### src/rtl/cache_bus_arbiter_if.sv
// rtl/cache_bus_arbiter_if.sv - sram-like signal bundle for the i_cache/d_cache to downstream arbiter
// master: the caches plus the downstream port as seen from outside; slave: the arbiter itself.
interface cache_bus_arbiter_if;
    logic        inst_req;
    logic [1:0]  inst_size;
    logic [31:0] inst_addr;
    logic [31:0] inst_rdata;
    logic        inst_addr_ok;
    logic        inst_data_ok;

    logic        data_req;
    logic        data_wr;
    logic [1:0]  data_size;
    logic [31:0] data_addr;
    logic [31:0] data_wdata;
    logic [31:0] data_rdata;
    logic        data_addr_ok;
    logic        data_data_ok;

    logic        cache_req;
    logic        cache_wr;
    logic [1:0]  cache_size;
    logic [31:0] cache_addr;
    logic [31:0] cache_wdata;
    logic [31:0] cache_rdata;
    logic        cache_addr_ok;
    logic        cache_data_ok;

    modport master (
        output inst_req, inst_size, inst_addr,
        input  inst_rdata, inst_addr_ok, inst_data_ok,
        output data_req, data_wr, data_size, data_addr, data_wdata,
        input  data_rdata, data_addr_ok, data_data_ok,
        input  cache_req, cache_wr, cache_size, cache_addr, cache_wdata,
        output cache_rdata, cache_addr_ok, cache_data_ok
    );

    modport slave (
        input  inst_req, inst_size, inst_addr,
        output inst_rdata, inst_addr_ok, inst_data_ok,
        input  data_req, data_wr, data_size, data_addr, data_wdata,
        output data_rdata, data_addr_ok, data_data_ok,
        output cache_req, cache_wr, cache_size, cache_addr, cache_wdata,
        input  cache_rdata, cache_addr_ok, cache_data_ok
    );
endinterface

### src/rtl/cache_bus_arbiter.sv
// rtl/cache_bus_arbiter.sv - merges i_cache and d_cache sram-like ports onto one downstream port
// One transaction outstanding at a time; grant held from acceptance until downstream data_ok.
module cache_bus_arbiter #(
    parameter bit          RR_MODE   = 1'b0,
    parameter int unsigned CNT_WIDTH = 32
) (
    input  logic                 clk,
    input  logic                 rst,
    cache_bus_arbiter_if.slave   bus,
    output logic [CNT_WIDTH-1:0] inst_grant_cnt,
    output logic [CNT_WIDTH-1:0] data_grant_cnt
);
    typedef enum logic [1:0] {IDLE, ADDR, DATA} state_t;

    state_t                 state_q, state_d;
    logic                   owner_q, owner_d;     // 1: d_cache owns the bus
    logic                   last_q, last_d;       // 1: d_cache was granted last
    logic                   wr_q, wr_d;
    logic [1:0]             size_q, size_d;
    logic [31:0]            addr_q, addr_d;
    logic [31:0]            wdata_q, wdata_d;
    logic [31:0]            irdata_q, irdata_d;
    logic [31:0]            drdata_q, drdata_d;
    logic [CNT_WIDTH-1:0]   icnt_q, icnt_d;
    logic [CNT_WIDTH-1:0]   dcnt_q, dcnt_d;
    logic                   grant_any;
    logic                   grant_data;
    logic                   done;

    always_comb begin
        state_d    = state_q;
        owner_d    = owner_q;
        last_d     = last_q;
        wr_d       = wr_q;
        size_d     = size_q;
        addr_d     = addr_q;
        wdata_d    = wdata_q;
        irdata_d   = irdata_q;
        drdata_d   = drdata_q;
        icnt_d     = icnt_q;
        dcnt_d     = dcnt_q;
        grant_any  = 1'b0;
        grant_data = 1'b0;
        done       = 1'b0;

        case (state_q)
            IDLE: begin
                grant_any = bus.inst_req | bus.data_req;
                if (bus.inst_req && bus.data_req) begin
                    grant_data = RR_MODE ? ~last_q : 1'b1;
                end else begin
                    grant_data = bus.data_req;
                end
                if (grant_any) begin
                    state_d = ADDR;
                    owner_d = grant_data;
                    last_d  = grant_data;
                    if (grant_data) begin
                        wr_d    = bus.data_wr;
                        size_d  = bus.data_size;
                        addr_d  = bus.data_addr;
                        wdata_d = bus.data_wdata;
                        dcnt_d  = dcnt_q + 1'b1;
                    end else begin
                        wr_d    = 1'b0;
                        size_d  = bus.inst_size;
                        addr_d  = bus.inst_addr;
                        wdata_d = 32'h0;
                        icnt_d  = icnt_q + 1'b1;
                    end
                end
            end
            ADDR: begin
                if (bus.cache_addr_ok) begin
                    done    = bus.cache_data_ok;
                    state_d = bus.cache_data_ok ? IDLE : DATA;
                end
            end
            DATA: begin
                if (bus.cache_data_ok) begin
                    done    = 1'b1;
                    state_d = IDLE;
                end
            end
            default: state_d = IDLE;
        endcase

        // Read data is captured so each master sees its last completed value while idle.
        if (done) begin
            if (owner_q) begin
                drdata_d = bus.cache_rdata;
            end else begin
                irdata_d = bus.cache_rdata;
            end
        end
    end

    always_ff @(posedge clk) begin
        if (rst) begin
            state_q  <= IDLE;
            owner_q  <= 1'b0;
            last_q   <= 1'b0;
            wr_q     <= 1'b0;
            size_q   <= 2'b00;
            addr_q   <= 32'h0;
            wdata_q  <= 32'h0;
            irdata_q <= 32'h0;
            drdata_q <= 32'h0;
            icnt_q   <= '0;
            dcnt_q   <= '0;
        end else begin
            state_q  <= state_d;
            owner_q  <= owner_d;
            last_q   <= last_d;
            wr_q     <= wr_d;
            size_q   <= size_d;
            addr_q   <= addr_d;
            wdata_q  <= wdata_d;
            irdata_q <= irdata_d;
            drdata_q <= drdata_d;
            icnt_q   <= icnt_d;
            dcnt_q   <= dcnt_d;
        end
    end

    // Handshakes are suppressed during reset so an aborted transaction never completes.
    assign bus.inst_addr_ok = !rst && grant_any && !grant_data;
    assign bus.data_addr_ok = !rst && grant_any && grant_data;
    assign bus.inst_data_ok = !rst && done && !owner_q;
    assign bus.data_data_ok = !rst && done && owner_q;
    assign bus.inst_rdata   = bus.inst_data_ok ? bus.cache_rdata : irdata_q;
    assign bus.data_rdata   = bus.data_data_ok ? bus.cache_rdata : drdata_q;

    assign bus.cache_req    = (state_q == ADDR);
    assign bus.cache_wr     = wr_q;
    assign bus.cache_size   = size_q;
    assign bus.cache_addr   = addr_q;
    assign bus.cache_wdata  = wdata_q;

    assign inst_grant_cnt   = icnt_q;
    assign data_grant_cnt   = dcnt_q;
endmodule
### src/flat_wrapper.sv
// flat-port wrapper written by rule: the top's interface ports become plain ports
module cache_bus_arbiter_flat 
#(
    parameter bit          RR_MODE   = 1'b0,
    parameter int unsigned CNT_WIDTH = 32
)
  (clk, rst, inst_grant_cnt, data_grant_cnt, bus_inst_req, bus_inst_size, bus_inst_addr, bus_inst_rdata, bus_inst_addr_ok, bus_inst_data_ok, bus_data_req, bus_data_wr, bus_data_size, bus_data_addr, bus_data_wdata, bus_data_rdata, bus_data_addr_ok, bus_data_data_ok, bus_cache_req, bus_cache_wr, bus_cache_size, bus_cache_addr, bus_cache_wdata, bus_cache_rdata, bus_cache_addr_ok, bus_cache_data_ok);
  cache_bus_arbiter_if bus_i ();
  input  logic clk;
  input  logic rst;
  output logic [CNT_WIDTH-1:0] inst_grant_cnt;
  output logic [CNT_WIDTH-1:0] data_grant_cnt;
  input wire logic [$bits(bus_i.inst_req)-1:0] bus_inst_req;
  input wire logic [$bits(bus_i.inst_size)-1:0] bus_inst_size;
  input wire logic [$bits(bus_i.inst_addr)-1:0] bus_inst_addr;
  output wire logic [$bits(bus_i.inst_rdata)-1:0] bus_inst_rdata;
  output wire logic [$bits(bus_i.inst_addr_ok)-1:0] bus_inst_addr_ok;
  output wire logic [$bits(bus_i.inst_data_ok)-1:0] bus_inst_data_ok;
  input wire logic [$bits(bus_i.data_req)-1:0] bus_data_req;
  input wire logic [$bits(bus_i.data_wr)-1:0] bus_data_wr;
  input wire logic [$bits(bus_i.data_size)-1:0] bus_data_size;
  input wire logic [$bits(bus_i.data_addr)-1:0] bus_data_addr;
  input wire logic [$bits(bus_i.data_wdata)-1:0] bus_data_wdata;
  output wire logic [$bits(bus_i.data_rdata)-1:0] bus_data_rdata;
  output wire logic [$bits(bus_i.data_addr_ok)-1:0] bus_data_addr_ok;
  output wire logic [$bits(bus_i.data_data_ok)-1:0] bus_data_data_ok;
  output wire logic [$bits(bus_i.cache_req)-1:0] bus_cache_req;
  output wire logic [$bits(bus_i.cache_wr)-1:0] bus_cache_wr;
  output wire logic [$bits(bus_i.cache_size)-1:0] bus_cache_size;
  output wire logic [$bits(bus_i.cache_addr)-1:0] bus_cache_addr;
  output wire logic [$bits(bus_i.cache_wdata)-1:0] bus_cache_wdata;
  input wire logic [$bits(bus_i.cache_rdata)-1:0] bus_cache_rdata;
  input wire logic [$bits(bus_i.cache_addr_ok)-1:0] bus_cache_addr_ok;
  input wire logic [$bits(bus_i.cache_data_ok)-1:0] bus_cache_data_ok;
  assign bus_i.inst_req = bus_inst_req;
  assign bus_i.inst_size = bus_inst_size;
  assign bus_i.inst_addr = bus_inst_addr;
  assign bus_inst_rdata = bus_i.inst_rdata;
  assign bus_inst_addr_ok = bus_i.inst_addr_ok;
  assign bus_inst_data_ok = bus_i.inst_data_ok;
  assign bus_i.data_req = bus_data_req;
  assign bus_i.data_wr = bus_data_wr;
  assign bus_i.data_size = bus_data_size;
  assign bus_i.data_addr = bus_data_addr;
  assign bus_i.data_wdata = bus_data_wdata;
  assign bus_data_rdata = bus_i.data_rdata;
  assign bus_data_addr_ok = bus_i.data_addr_ok;
  assign bus_data_data_ok = bus_i.data_data_ok;
  assign bus_cache_req = bus_i.cache_req;
  assign bus_cache_wr = bus_i.cache_wr;
  assign bus_cache_size = bus_i.cache_size;
  assign bus_cache_addr = bus_i.cache_addr;
  assign bus_cache_wdata = bus_i.cache_wdata;
  assign bus_i.cache_rdata = bus_cache_rdata;
  assign bus_i.cache_addr_ok = bus_cache_addr_ok;
  assign bus_i.cache_data_ok = bus_cache_data_ok;
  cache_bus_arbiter #(.RR_MODE(RR_MODE), .CNT_WIDTH(CNT_WIDTH)) u_core (.clk(clk), .rst(rst), .bus(bus_i), .inst_grant_cnt(inst_grant_cnt), .data_grant_cnt(data_grant_cnt));
endmodule
### config.mk
export PLATFORM = sky130hd
export DESIGN_NAME = cache_bus_arbiter_flat
export DESIGN_NICKNAME = d
export VERILOG_FILES = /design/src/rtl/cache_bus_arbiter_if.sv /design/src/rtl/cache_bus_arbiter.sv /design/src/flat_wrapper.sv
export SDC_FILE = /design/constraint.sdc
export NUM_CORES = 1
export LEC_CHECK = 0
export CORE_ASPECT_RATIO = 0.75
export CORE_MARGIN = 8
export CORE_UTILIZATION = 39
export DETAILED_ROUTE_END_ITERATION = 12
export HOLD_SLACK_MARGIN = 0.1
export PLACE_DENSITY = 0.77
export SLEW_MARGIN = 20
export SYNTH_ARGS = -nofsm -noshare
export SYNTH_HDL_FRONTEND = slang
export SYNTH_SLANG_ARGS = --single-unit
### constraint.sdc
create_clock -name clk -period 2.38 [get_ports clk]
set_input_delay 0.357 -clock clk [delete_from_list [all_inputs] [get_ports clk]]
set_output_delay 0.357 -clock clk [all_outputs]
set_load 0.05 [all_outputs]
==> impl_results.md, run 1 <==
- Routed vias/inst: 5.42
- Post-Syn Instances: 797
- Final Max Slew Viols: 0
- Finish-stage setup viols: 65
- Worst-path maximum fanout: 11
- Die area: 25900 um^2
- Total I/O pin count: 339
- Synth Net Count: 941
- Die height: 141 um
- CTS tree: built
- Pwr Total: 8.10 mW
- Num rows: 46
- Max Clock Freq: 0.370 GHz
- Largest net degree at the start of global routing: 57
- CTS H-tree depth: 4
- Worst Path Required: 2.02 ns
- Minimum clock period after layout: 2.70 ns
- Min-delay src: u_core.bus.cache_addr[21]$_SDFFE_PP0N_
- Clk Latency, worst-skew pair: 0.43 ns
- Clock sinks: 198
- Residual DRC count: 0
- Number of port buffers: 338
- Synth top area cells: dfxtp_1 (48%), a22o_1 (10%), mux2_2 (10%)
- Sequential element share of the synthesized area: 48.5%
- Max Cap Viol: 0
- P_leak: 5.35 nW
- Slew @ Worst Pin: 0.603 ns
- Syn Area/Cell: 10.3 um^2
- Setup Skew: 0.0130 ns
- Area grow syn2layout: 65.0%
- Final wirelength: 30.3 mm
- Netlist cell types: 43
- Top_reg_cell synth: dfxtp_1
- Filler instances: 1634
- Drt pass-1 iters: 5
- Vias in the first global route: 8222
- Pre-CTS WS: -0.152 ns
- Layout Cell Area excl Fill: 13500 um^2
- Layout cell share with drive strength beyond 1: 23.3%
- Synth top area share: 48.5%
- GRT overflow: 0
- Mapped cell area: 8180 um^2
- Worst Setup End Kind: primary output
- Most common cell after layout, fill and taps aside: clkdlybuf4s50_1
- PD cells: 600 nW/um^2
- Post-synth EDFFs: 0
- Startpoint Class: register
- Reg area: 3970 um^2
- Setup TNS Final: -16.84 ns
- Violated checks: negative setup slack
- Most area-hungry cell type in the Yosys netlist: dfxtp_1
- Post-DP HPWL: 21.3 mm
- WL/cell: 20.5 um
- Final Hold Viols: 0
- Total GRT Usage: 22.4%
- Tcrit/Tclk final: 114%
- Critical path class: register to primary output
- Vias: 7991
- Initial antenna violation count: 1
- Setup ws final: -0.325 ns
- R2r startpoint: u_core.state_q[1]$_SDFFE_PP0P_
- Critical path startpoint: u_core.state_q[1]$_SDFFE_PP0P_
- Synth warnings: 0
- Max-slew headroom: 59.7%
- Outcome: finished, violations left
- Drt first-iter violations: 600
- Crit path arrival time: 2.35 ns
- Area of the multi-input gates: 3990 um^2
- Unrepaired setup endpoints after global routing: true
- Share of flip-flops with an asynchronous set or reset: 0%
- FF+latch count, synth: 198
- Leading cell types in the layout, fill and taps excluded: clkdlybuf4s50_1 (268), dfxtp_1 (196), a22o_1 (97)
- Die width: 183 um
- Root Buffer: clkbuf_16
- Core area: 20800 um^2
- Starting Density: 39.3%
- Layout Nets: 1317
- Worst-case clock buffer depth: 2
- CTS Buf Count: 17
- Worst vdd rail ir drop: 0.000456 V
- Hold Path Class: register to register
- Gp weighted congestion: 0.836
- Reg clk slew, reported paths: 0.07 ns
- First-pass GRT wire length: 46.4 mm
- Post-DRT Antenna Nets: 0
- DP Area: 12100 um^2
## power by group
part / internal (mW) / switching (mW)
Clock: 1.54 / 1.41
Sequential: 3.45 / 0.0878
Combinational: 0.679 / 0.933
## cells in the mapped netlist, types with 2 or more instances
library cell,number
nor2b_1,10
mux2_2,75
buf_6,3
nor3_1,7
or3_1,9
dfxtp_1,198
a22o_1,97
a21oi_1,35
clkbuf_1,40
nand2_1,24
and3_1,5
o21a_1,2
clkbuf_8,2
xor2_1,12
o31ai_1,19
and2_1,3
o21ai_0,10
a222oi_1,34
inv_1,48
nand3_1,22
buf_2,10
nand4_1,19
nor4_1,6
buf_1,5
or4_1,24
ha_1,5
nor2_1,41
xnor2_1,9
and4_1,9
## metal layers
| layer | global-route usage [%] | vias to the layer above | share of wire (%) |
|---|---|---|---|
| met3 | 7.28 | 25 | 7.8 |
| li1 | - | 3768 | - |
| met5 | 0 | - | 0 |
| met2 | 37.6 | 275 | 49 |
| met4 | 6.66 | 0 | 1.6 |
| met1 | 27.0 | 3923 | 41 |
## per-stage QoR
stage / hold WS [ns] / util (%) / std cells
3_3_place_gp: 0.443 / 58.0 / 1418
3_5_place_dp: 0.448 / 58.0 / 1418
4_1_cts: 0.449 / 64.5 / 1474
6_report: 0.472 / 64.8 / 1475
2_1_floorplan: 0.438 / - / 797
5_1_grt: 0.491 / 64.8 / 1475
## kinds of logic after synthesis
family                     after synthesis  synth area share, %
AOI/OAI and AO/OA                      199                 19.4
buffers and inverters                  109                 5.72
muxes                                   76                 10.4
xor gates and xnor gates                21                 2.25
adders and majority gates                5                0.765
and+or+nand+nor                        189                 12.9
DFF                                    198                 48.5
## sequential cells by signal, summed over array words and instances (netlist names)
register,flops
u_core.state_q,2
u_core.bus.cache_wr,1
u_core.bus.cache_size,2
u_core.data_grant_cnt,32
u_core.owner_q,1
u_core.irdata_q,32
u_core.inst_grant_cnt,32
u_core.drdata_q,32
u_core.bus.cache_addr,32
u_core.bus.cache_wdata,32
## final timing paths
check,end,slack [ns],cells after the start
setup / recovery,bus_data_rdata[11],-0.32,8
hold / removal,u_core.bus.cache_addr[21]$_SDFFE_PP0N_,0.47,2
setup reg to reg,u_core.irdata_q[6]$_SDFFE_PP0P_,0.27,12
hold reg to reg,u_core.bus.cache_addr[21]$_SDFFE_PP0N_,0.47,2
## timing repair
action	CTS	global route
pin swaps	2	5
gates resized for setup	124	42
hold buffers	0	0
cloned	4	0
setup endpoints to repair	66	66
setup buffers	21	7
## critical path: stages, from the launching register on
cell and delay (ns):
dfxtp_2 0.37, inv_4 0.05, ha_4 0.28, nand2_4 0.06, nor4b_2 0.25, buf_4 0.23
buf_12 0.16, mux2_2 0.36, buf_6 0.16
## final cells by class
class | count | share of cell area, %
Timing Repair Buffer | 418 | 32.5
Multi-Input combinational cell | 490 | 29.6
Sequential cell | 198 | 29.4
Clock buffer | 19 | 3.28
Tap cell | 288 | 2.67
Inverter | 48 | 1.35
Clock inverter | 13 | 1.21
Antenna cell | 1 | 0.0185
No activity file was read; power rests on OpenSTA's default activity.
==> run 2, diff against run 1 <==
SETUP_SLACK_MARGIN = 0.4   (was unset)
==> impl_results.md, run 2 (synthesized netlist as in run 1, its figures left out) <==
- Clk Latency, worst-skew pair: 0.43 ns (about the same)
- Layout Nets: 1349 (+2.4%)
- Vias: 8108 (+1.5%)
- CTS tree: built
- Initial antenna violation count: 3 (+2)
- CTS Buf Count: 17 (unchanged)
- Startpoint Class: register
- Die area: 25900 um^2 (unchanged)
- Number of port buffers: 338 (unchanged)
- Hold Path Class: register to register
- Slew @ Worst Pin: 0.674 ns (+0.0710 ns)
- Drt first-iter violations: 558 (-7.0%)
- Gp weighted congestion: 0.793 (-5.2%)
- Total I/O pin count: 339 (unchanged)
- PD cells: 560 nW/um^2 (-6.7%)
- Worst Setup End Kind: primary output
- Worst-case clock buffer depth: 2 (unchanged)
- Routed vias/inst: 5.37 (-0.82%)
- Final wirelength: 32.2 mm (+6.2%)
- Worst Path Required: 2.02 ns (about the same)
- Vias in the first global route: 8147 (-0.91%)
- Starting Density: 39.3% (unchanged)
- Layout cell share with drive strength beyond 1: 30.7% (+7.4 points)
- WL/cell: 21.3 um (+3.8%)
- Tcrit/Tclk final: 114% (+0.82 points)
- Outcome: finished, violations left
- Unrepaired setup endpoints after global routing: true
- Setup TNS Final: -19.91 ns (-3.06 ns)
- Area grow syn2layout: 76.4%
- Die width: 183 um (unchanged)
- Die height: 141 um (unchanged)
- Final Hold Viols: 0 (unchanged)
- Max Clock Freq: 0.367 GHz (-0.72%)
- Reg clk slew, reported paths: 0.08 ns (about the same)
- Clock sinks: 198 (unchanged)
- Max Cap Viol: 0 (unchanged)
- GRT overflow: 0 (unchanged)
- Residual DRC count: 0 (unchanged)
- P_leak: 6.76 nW (+26%)
- Area of the multi-input gates: 4280 um^2 (+7.2%)
- CTS H-tree depth: 4 (unchanged)
- Filler instances: 1570 (-3.9%)
- Minimum clock period after layout: 2.72 ns (+0.0195 ns)
- Max-slew headroom: 55.1% (-4.6 points)
- Worst-path maximum fanout: 6 (-5)
- Finish-stage setup viols: 66 (+1.5%)
- Root Buffer: clkbuf_16
- Critical path class: register to primary output
- Reg area: 4040 um^2 (+1.9%)
- Final Max Slew Viols: 0 (unchanged)
- Violated checks: negative setup slack
- Setup ws final: -0.344 ns (-0.0195 ns)
- Largest net degree at the start of global routing: 68 (+19%)
- Total GRT Usage: 22.4% (about the same)
- Util after Layout: 69.3% (+4.5 points)
- Post-DRT Antenna Nets: 0 (unchanged)
- Leading cell types in the layout, fill and taps excluded: dfxtp_1 (163), clkdlybuf4s50_1 (144), a22o_1 (97)
- Worst vdd rail ir drop: 0.000488 V (+7.2%)
- Post-DP HPWL: 21.0 mm (-1.3%)
- Num rows: 46 (unchanged)
- Hold buffers post-CTS: 0 (unchanged)
- Most common cell after layout, fill and taps aside: dfxtp_1
- Setup Skew: 0.0144 ns (+0.00140 ns)
- Core area: 20800 um^2 (unchanged)
- First-pass GRT wire length: 46.1 mm (-0.49%)
- Crit path arrival time: 2.37 ns (+0.02 ns)
- Drt pass-1 iters: 5 (unchanged)
-- run 2: changes by cell type in the layout (fill, tap and decap cells not counted), moves of 9 or more --
cell / previous run / this run
mux2_2: 34 / 9
mux2_4: 41 / 66
dlygate4sd2_1: 1 / 85
clkdlybuf4s50_1: 268 / 144
buf_6: 43 / 67
dfxtp_1: 196 / 163
dfxtp_4: 0 / 13
dlymetal6s2s_1: 0 / 39
or4_1: 24 / 15
or4_4: 0 / 10
dfxtp_2: 2 / 22
a21oi_2: 1 / 10
a21oi_1: 33 / 24
-- run 2: metal layers --
metal	share of wire, %	wire length, um	global-route usage (%)
met1	40	12700	25.7
met2	48	15500	36.6
met3	9.1	2940	9.20
met4	3.0	973	9.27
met5	0	0	0
-- run 2: power by group --
group,total (mW),internal [mW],switching [mW]
registers,3.52,3.44,0.0830
clock network,2.88,1.46,1.41
logic,1.69,0.717,0.969
total,8.08,5.62,2.47
-- run 2: worst paths after layout --
kind                                                from                                      to  slack (ns)  depth (start not counted)
setup reg to reg          u_core.state_q[0]$_SDFFE_PP0P_  u_core.data_grant_cnt[17]$_SDFFE_PP0P_        0.36                          6
hold reg to reg   u_core.bus.cache_addr[18]$_SDFFE_PP0N_  u_core.bus.cache_addr[18]$_SDFFE_PP0N_        0.47                          2
setup / recovery          u_core.state_q[1]$_SDFFE_PP0P_                      bus_data_rdata[13]       -0.34                          9
hold / removal    u_core.bus.cache_addr[18]$_SDFFE_PP0N_  u_core.bus.cache_addr[18]$_SDFFE_PP0N_        0.47                          2
-- run 2: layout make-up --
cell class                      instances  share of cell area [%]
Timing Repair Buffer                  450                    34.4
Multi-Input combinational cell        490                    29.7
Sequential cell                       198                    28.0
Clock buffer                           19                    3.15
Tap cell                              288                    2.50
Inverter                               48                    1.27
Clock inverter                         13                   0.945
Antenna cell                            3                  0.0520
-- run 2: what timing repair did --
item | 4_1_cts | 5_1_grt
buffers inserted | 16 | 28
endpoints found under the hold margin | 0 | 0
resized for setup | 187 | 119
endpoints found under the setup margin | 165 | 163
gates cloned | 6 | 8
pin swaps | 4 | 42
-- run 2: critical path: stages (launching register included) --
cell and delay (ns):
dfxtp_2 0.36, inv_4 0.05, ha_4 0.27, nand2_4 0.06, nor4b_4 0.33, buf_6 0.18
buf_12 0.11, buf_16 0.12, mux2_4 0.31, buf_6 0.15
-- run 2: stage by stage --
step	power [mW]	instances	hold WS [ns]	area, um^2	setup WS, ns
global placement	5.14	1416	0.443	12400	-0.144
global route	8.36	1509	0.481	14400	-0.428
CTS	8.07	1470	0.469	13600	-0.326
floorplan	4.45	797	0.438	8590	0.274
detailed placement	5.15	1416	0.449	12400	-0.156
finish	8.08	1509	0.466	14400	-0.344
==> variant 1, RTL diff (flow settings as in run 2) <==
`CNT_WIDTH` is set to 32 in 2 places; all go to 16.
--- a/src/rtl/cache_bus_arbiter.sv
+++ b/src/rtl/cache_bus_arbiter.sv
@@ -3,5 +3,5 @@
 module cache_bus_arbiter #(
     parameter bit          RR_MODE   = 1'b0,
-    parameter int unsigned CNT_WIDTH = 32
+    parameter int unsigned CNT_WIDTH = 16
 ) (
     input  logic                 clk,
--- a/src/flat_wrapper.sv
+++ b/src/flat_wrapper.sv
@@ -3,5 +3,5 @@
 #(
     parameter bit          RR_MODE   = 1'b0,
-    parameter int unsigned CNT_WIDTH = 32
+    parameter int unsigned CNT_WIDTH = 16
 )
   (clk, rst, inst_grant_cnt, data_grant_cnt, bus_inst_req, bus_inst_size, bus_inst_addr, bus_inst_rdata, bus_inst_addr_ok, bus_inst_data_ok, bus_data_req, bus_data_wr, bus_data_size, bus_data_addr, bus_data_wdata, bus_data_rdata, bus_data_addr_ok, bus_data_data_ok, bus_cache_req, bus_cache_wr, bus_cache_size, bus_cache_addr, bus_cache_wdata, bus_cache_rdata, bus_cache_addr_ok, bus_cache_data_ok);
Interface: changed (resized data_grant_cnt and inst_grant_cnt); port bits go from 339 to 307. The function was not compared with the original's and may differ.
==> variant 1 against run 2 <==
Setup slack better by 20 ps. Highest routed layer unchanged. The run still ends with setup timing left. Synthesized area is 13% lower. Final area is 16% lower. Critical endpoint is now bus_data_rdata[28]. Sequential power is 14% lower. Wire length is 16% lower. Total power is 3.9% lower. Synthesized cell count is 2.9% lower. Maximum frequency is 0.76% higher. Sequential cell count is 32 lower.
==> variant 1: results (changes against run 2) <==
* Yosys warnings at 0 (unchanged)
* RD Place Congestion at 0.761 (-4.0%)
* Setup slack after layout at -324 ps (+20.5 ps)
* Hold-critical path depth at 3 (+1)
* DR pass1 iterations at 4 (-1)
* Hpwl dp at 17,800 um (-15%)
* 1st-iter DRT viols at 512 (-8.2%)
* Max rail drop VDD at 448 uV (-8.2%)
* Clk_lat worst skew at 420 ps
* Worst-path clk slew at 70 ps
* DP Area at 0.0108 sq mm (-14%)
* Failing checks: setup timing
* Vias in the first global route at 6,745 (-17%)
* Hold_sp: bus_data_req
* Reg-to-reg critical path startpoint: u_core.state_q[0]$_SDFFE_PP0P_
* Port Buf Inserts at 306 (-9.5%)
* Max incr delay on CP at 350 ps
* Synth Net Count at 918 (-2.4%)
* Arr. time, crit path at 2350 ps (-20 ps)
* Synth cell types at 41 (-4.7%)
* Setup violations, final at 66 (unchanged)
* Largest net degree at the start of global routing at 69 (+1.5%)
* Layout cells sized above 1 at 22.2% (-8.5 points)
* Global-route wire length before repair at 39,200 um (-15%)
* Finished Layout Cells at 1,353 (-10%)
* Worst path top cell family by delay: buffers and inverters
* Leak at 5.47 nW (-19%)
* Count leader, synth: dfxtp_1
* Setup TNS at -15,930 ps (+3980 ps)
* Initial antenna violation count at 1 (-2)
* Via/cell ratio at 5.11 (-5.0%)
* Placed insts at 1,292 (-8.8%)
* Part of the Yosys area used for sequential elements at 46.6% (-1.9 points)
* Total track usage at 22.0% (-0.43 points)
* R2R cell count at 6 (unchanged)
* Hold Path Class: in -> reg
* Cts bufs inserted at 17 (unchanged)
* Hold EP: u_core.inst_grant_cnt[1]$_SDFFE_PP0P_
* R2R Path End: u_core.data_grant_cnt[11]$_SDFFE_PP0P_
* Top cells by area, synth: dfxtp_1, mux2_2, nand2_1
* Clk buf depth at 2 (unchanged)
* Final nets at 1,235 (-8.5%)
* Crit-path max FO at 8 (+2)
* Run status: finished, violations left
* WL/cell at 20.1 um (-5.9%)
* Post-Synthesis Cells at 774 (-2.9%)
* Htree depth at 4 (unchanged)
* Slowest-stage cell, CP: nor4b_4
* Post-synth ARST share at 0% (unchanged)
* R2R setup slack at 500 ps (+140 ps)
* Clock skew at 9.25 ps (-5.19 ps)
* Commonest cells post-synth: dfxtp_1, nand2_1, a21oi_1
* Worst Tran Pin Value at 743 ps (+68.8 ps)
* Clk root buf: clkbuf_16
## variant 1: cell count changes after synthesis, moves of 32 or more
cell      delta
mux2i_1     +34
dfxtp_1     -32
a222oi_1    -33
a21oi_1     +38
inv_1       -40
nand2_1    +115
a211oi_1    +34
a22o_1      -64
## variant 1: per-layer routing
layer | up-vias | global-route usage [%] | share of wire (%)
li1 | 3352 | - | -
met1 | 3290 | 25.4 | 40
met2 | 237 | 35.9 | 48
met3 | 30 | 10.8 | 11
met4 | 0 | 5.26 | 1.3
met5 | - | 0 | 0
## variant 1: cell families after synthesis
logic type | synth area share (%)
AO/OA/AOI/OAI | 14.1
XOR/XNOR | 2.70
adder cells (fa/ha/maj) | 0.877
buffers and inverters | 4.05
flip-flops | 46.6
multiplexers | 15.3
AND/OR/NAND/NOR | 16.4
## variant 1: how the worst max path moves through the flow
stage	from	to	slack [ps]
after global routing	u_core.state_q[1]$_SDFFE_PP0P_	bus_data_rdata[28]	-430
after detailed placement	bus_cache_data_ok	bus_data_rdata[31]	-210
final	u_core.state_q[0]$_SDFFE_PP0P_	bus_data_rdata[28]	-320
after global placement	bus_cache_data_ok	bus_data_rdata[21]	-160
after floorplan	u_core.state_q[0]$_SDFFE_PP0P_	bus_data_rdata[22]	160
after CTS	u_core.state_q[0]$_SDFFE_PP0P_	bus_data_rdata[31]	-320
## variant 1: metrics by stage
stage	power [mW]	setup slack [ps]	utilization (%)	hold WS, ps
2_1_floorplan	4.12	165	-	434
4_1_cts	7.81	-324	64.8	369
5_1_grt	8.06	-433	66.6	420
3_3_place_gp	4.84	-161	59.1	441
6_report	7.76	-324	66.6	392
3_5_place_dp	4.85	-210	59.1	446
## variant 1: timing repair
action | CTS | global route
setup buffers | 17 | 2
gates cloned | 5 | 3
setup endpoints to repair | 115 | 105
pin swaps | 3 | 4
endpoints found under the hold margin | 0 | 0
gates resized for setup | 109 | 82
## variant 1: power by group
group / total, mW / switching [mW] / leakage [nW] / internal, mW
clock: 2.93 / 1.25 / 0.299 / 1.68
sequential: 3.02 / 0.0896 / 1.35 / 2.93
combinational: 1.81 / 1.09 / 3.81 / 0.716
total: 7.76 / 2.43 / 5.47 / 5.33
## variant 1: cell type report
class                   instances  area, sq um
fillers                      1417         6070
repair buffers                355         3950
multi-input cells             543         3870
flip-flops and latches        166         3330
clock buffers                  17          425
well taps                     247          309
clock inverters                15          194
inverters                       8         32.5
diodes                          2         5.00
## variant 1: worst min-delay path, cell delays in order
cell,delay (ps)
buf_2,170
o21ai_0,170
a21oi_1,60
==> variant 2, RTL diff (flow settings as in run 2) <==
Made on the original files. Reset style: asynchronous (`rst`), changed in one clocked block.
--- a/src/rtl/cache_bus_arbiter.sv
+++ b/src/rtl/cache_bus_arbiter.sv
@@ -96,5 +96,5 @@
     end
 
-    always_ff @(posedge clk) begin
+    always_ff @(posedge clk or posedge rst) begin
         if (rst) begin
             state_q  <= IDLE;
Function: differs if rst is asserted again (counterexample within 4 cycles, from zero or initial values and one cycle with rst high); with rst held inactive, the same outputs for 4 cycles.
==> variant 2 against run 2 <==
The run still ends with setup timing left. Final area rose by 0.92%. Setup slack got worse by 15 ps. Wire length fell by 12%. Synthesized area rose by 11%. Sequential cell count did not move. Worst hold slack got worse by 170 ps. Utilization fell by 5.6 points.
Power is not compared: it rests on default switching activity, and its combinational part moved more than twofold at a synthesized area within 25%.
==> variant 2: results (changes against run 2) <==
* Layout cells sized above 1 at 28.4% (-2.3 points)
* Global-route met2 utilization at 33.4% (-3.1 points)
* Vias in the first global route at 7,542 (-7.4%)
* Synth Net Count at 860 (-8.6%)
* Reg-to-reg critical path startpoint: u_core.state_q[0]$_DFFE_PP0P_
* Total track usage at 19.6% (-2.8 points)
* Clk buf depth at 2 (unchanged)
* Post-synth ARST share at 100% (+100 points)
* 1st-iter DRT viols at 296 (-47%)
* Final nets at 1,235 (-8.5%)
* DR pass1 iterations at 4 (-1)
* Max incr delay on CP at 410 ps (+50 ps)
* Synth Area in Adders at 0.691% (-0.073 points)
* Failing checks: setup timing
* Commonest cells post-synth: dfrtp_1, mux2_2, nand2_1
* Setup slack after layout at -359 ps (-15.1 ps)
* Via/cell ratio at 4.99 (-7.1%)
* Xor and xnor area share after synthesis at 6.00% (+3.8 points)
* Worst slack, placed at -151 ps (+4.81 ps)
* Grt met3 use at 7.93% (-1.3 points)
* Hpwl dp at 20,200 um (-3.9%)
* RD Place Congestion at 0.801 (+1.1%)
* Synth Area in Compound Gates at 5.61% (-14 points)
* Arr. time, crit path at 2380 ps
* Total Wirelength at 28,500 um (-12%)
* Post-synthesis mux area share at 20.0% (+9.6 points)
* Initial antenna violation count at 1 (-2)
* Clk root buf: clkbuf_16
* GR Util met1 at 23.1% (-2.6 points)
* Htree depth at 4 (unchanged)
* WS Path Type: reg -> out
* Largest net degree at the start of global routing at 108 (+59%)
* Top FF cell, synth: dfrtp_1
* Diode count at 0 (-3)
* FILL cells at 1,760 (+12%)
* Part of the Yosys area used for sequential elements at 54.7% (+6.3 points)
* Setup TNS at -24,580 ps (-4670 ps)
* Clock skew at 14.8 ps (+0.392 ps)
* Yosys warnings at 0 (unchanged)
* Hold Path Class: in -> async
* Worst-path clk slew at 80 ps (about the same)
* Int Pwr at 10.4 mW
* Top cells by area, synth: dfrtp_1, mux2_2, xnor2_1
* Slowest-stage cell, CP: dfrtp_1
* Leak at 7.03 nW
* Worst Tran Pin Value at 639 ps (-35.0 ps)
* Setup violations, final at 98 (+48%)
* Max rail drop VDD at 761 uV
* Cts bufs inserted at 17 (unchanged)
* Port Buf Inserts at 338 (unchanged)
* Global-route wire length before repair at 43,600 um (-5.4%)
* Synth cell types at 37 (-14%)
* Crit-path max FO at 12 (+6)
* Clk_lat worst skew at 430 ps (about the same)
* Run status: finished, violations left
-- variant 2: critical path, delay by kind of cell, from the launching register on --
family / cells / cell delay, ps
AOI/OAI and AO/OA: 1 / 190
and+or+nand+nor: 1 / 40
buffers and inverters: 5 / 840
adders and majority gates: 1 / 170
DFF: 1 / 410
muxes: 1 / 320
-- variant 2: logic make-up (layout without fill, tap and decap cells) --
kind of cell / after synthesis / after routing
flops: 198 / 198
mux: 165 / 165
simple gates: 163 / 163
compound gates: 73 / 73
xor+xnor: 62 / 62
buf+inv: 50 / 438
fa+ha+maj: 5 / 5
-- variant 2: layout make-up --
class / instances / area, sq um / share of cell area [%]
Tap cell: 300 / 375 / 2.58
Inverter: 13 / 52.6 / 0.361
Clock buffer: 18 / 429 / 2.95
Clock inverter: 14 / 161 / 1.11
Sequential cell: 198 / 4950 / 34.0
Timing Repair Buffer: 393 / 4390 / 30.1
Multi-Input combinational cell: 468 / 4210 / 28.9
-- variant 2: power by group through the flow --
stage | Sequential (mW) | Combinational [mW] | Clock, mW
detailed placement | 5.26 | 10.6 | 0
CTS | 5.20 | 10.8 | 2.93
finish | 5.21 | 11.0 | 2.85
global route | 5.36 | 11.5 | 3.09
floorplan | 7.25 | 4.63 | 0
global placement | 5.23 | 10.5 | 0
-- variant 2: what timing repair did --
item | 4_1_cts | 5_1_grt
setup endpoints to repair | 252 | 146
buffers inserted | 20 | 6
resized for setup | 187 | 51
pin swaps | 5 | 7
endpoints found under the hold margin | 0 | 0
cloned | 6 | 1
-- variant 2: layer usage --
metal  part of all wire, %  routed length [um]
met1                    39               11200
met2                    50               14200
met3                   9.7                2770
met4                  0.91                 259
met5                 0.046                  13
-- variant 2: through the flow --
step	power, mW	std cells	util, %	hold slack [ps]	area [sq um]
after floorplan	11.9	716	-	458	9300
after global placement	15.7	1339	58.2	461	13300
after detailed placement	15.9	1339	58.2	465	13300
after CTS	19.0	1397	62.7	294	14300
after global routing	19.9	1404	63.7	317	14600
final	19.0	1404	63.7	294	14600
-- variant 2: worst paths after layout --
| path | end | slack [ps] | depth (start not counted) |
|---|---|---|---|
| worst max-delay path | bus_inst_rdata[21] | -360 | 9 |
| worst min-delay path | u_core.state_q[0]$_DFFE_PP0P_ | 290 | 4 |
| worst max register to register | u_core.drdata_q[30]$_DFFE_PP0P_ | -140 | 15 |
| worst min register to register | u_core.data_grant_cnt[31]$_DFFE_PP0P_ | 470 | 1 |
| max in group asynchronous | u_core.irdata_q[22]$_DFFE_PP0P_ | 1100 | 5 |
| min in group clk | u_core.data_grant_cnt[31]$_DFFE_PP0P_ | 470 | 1 |
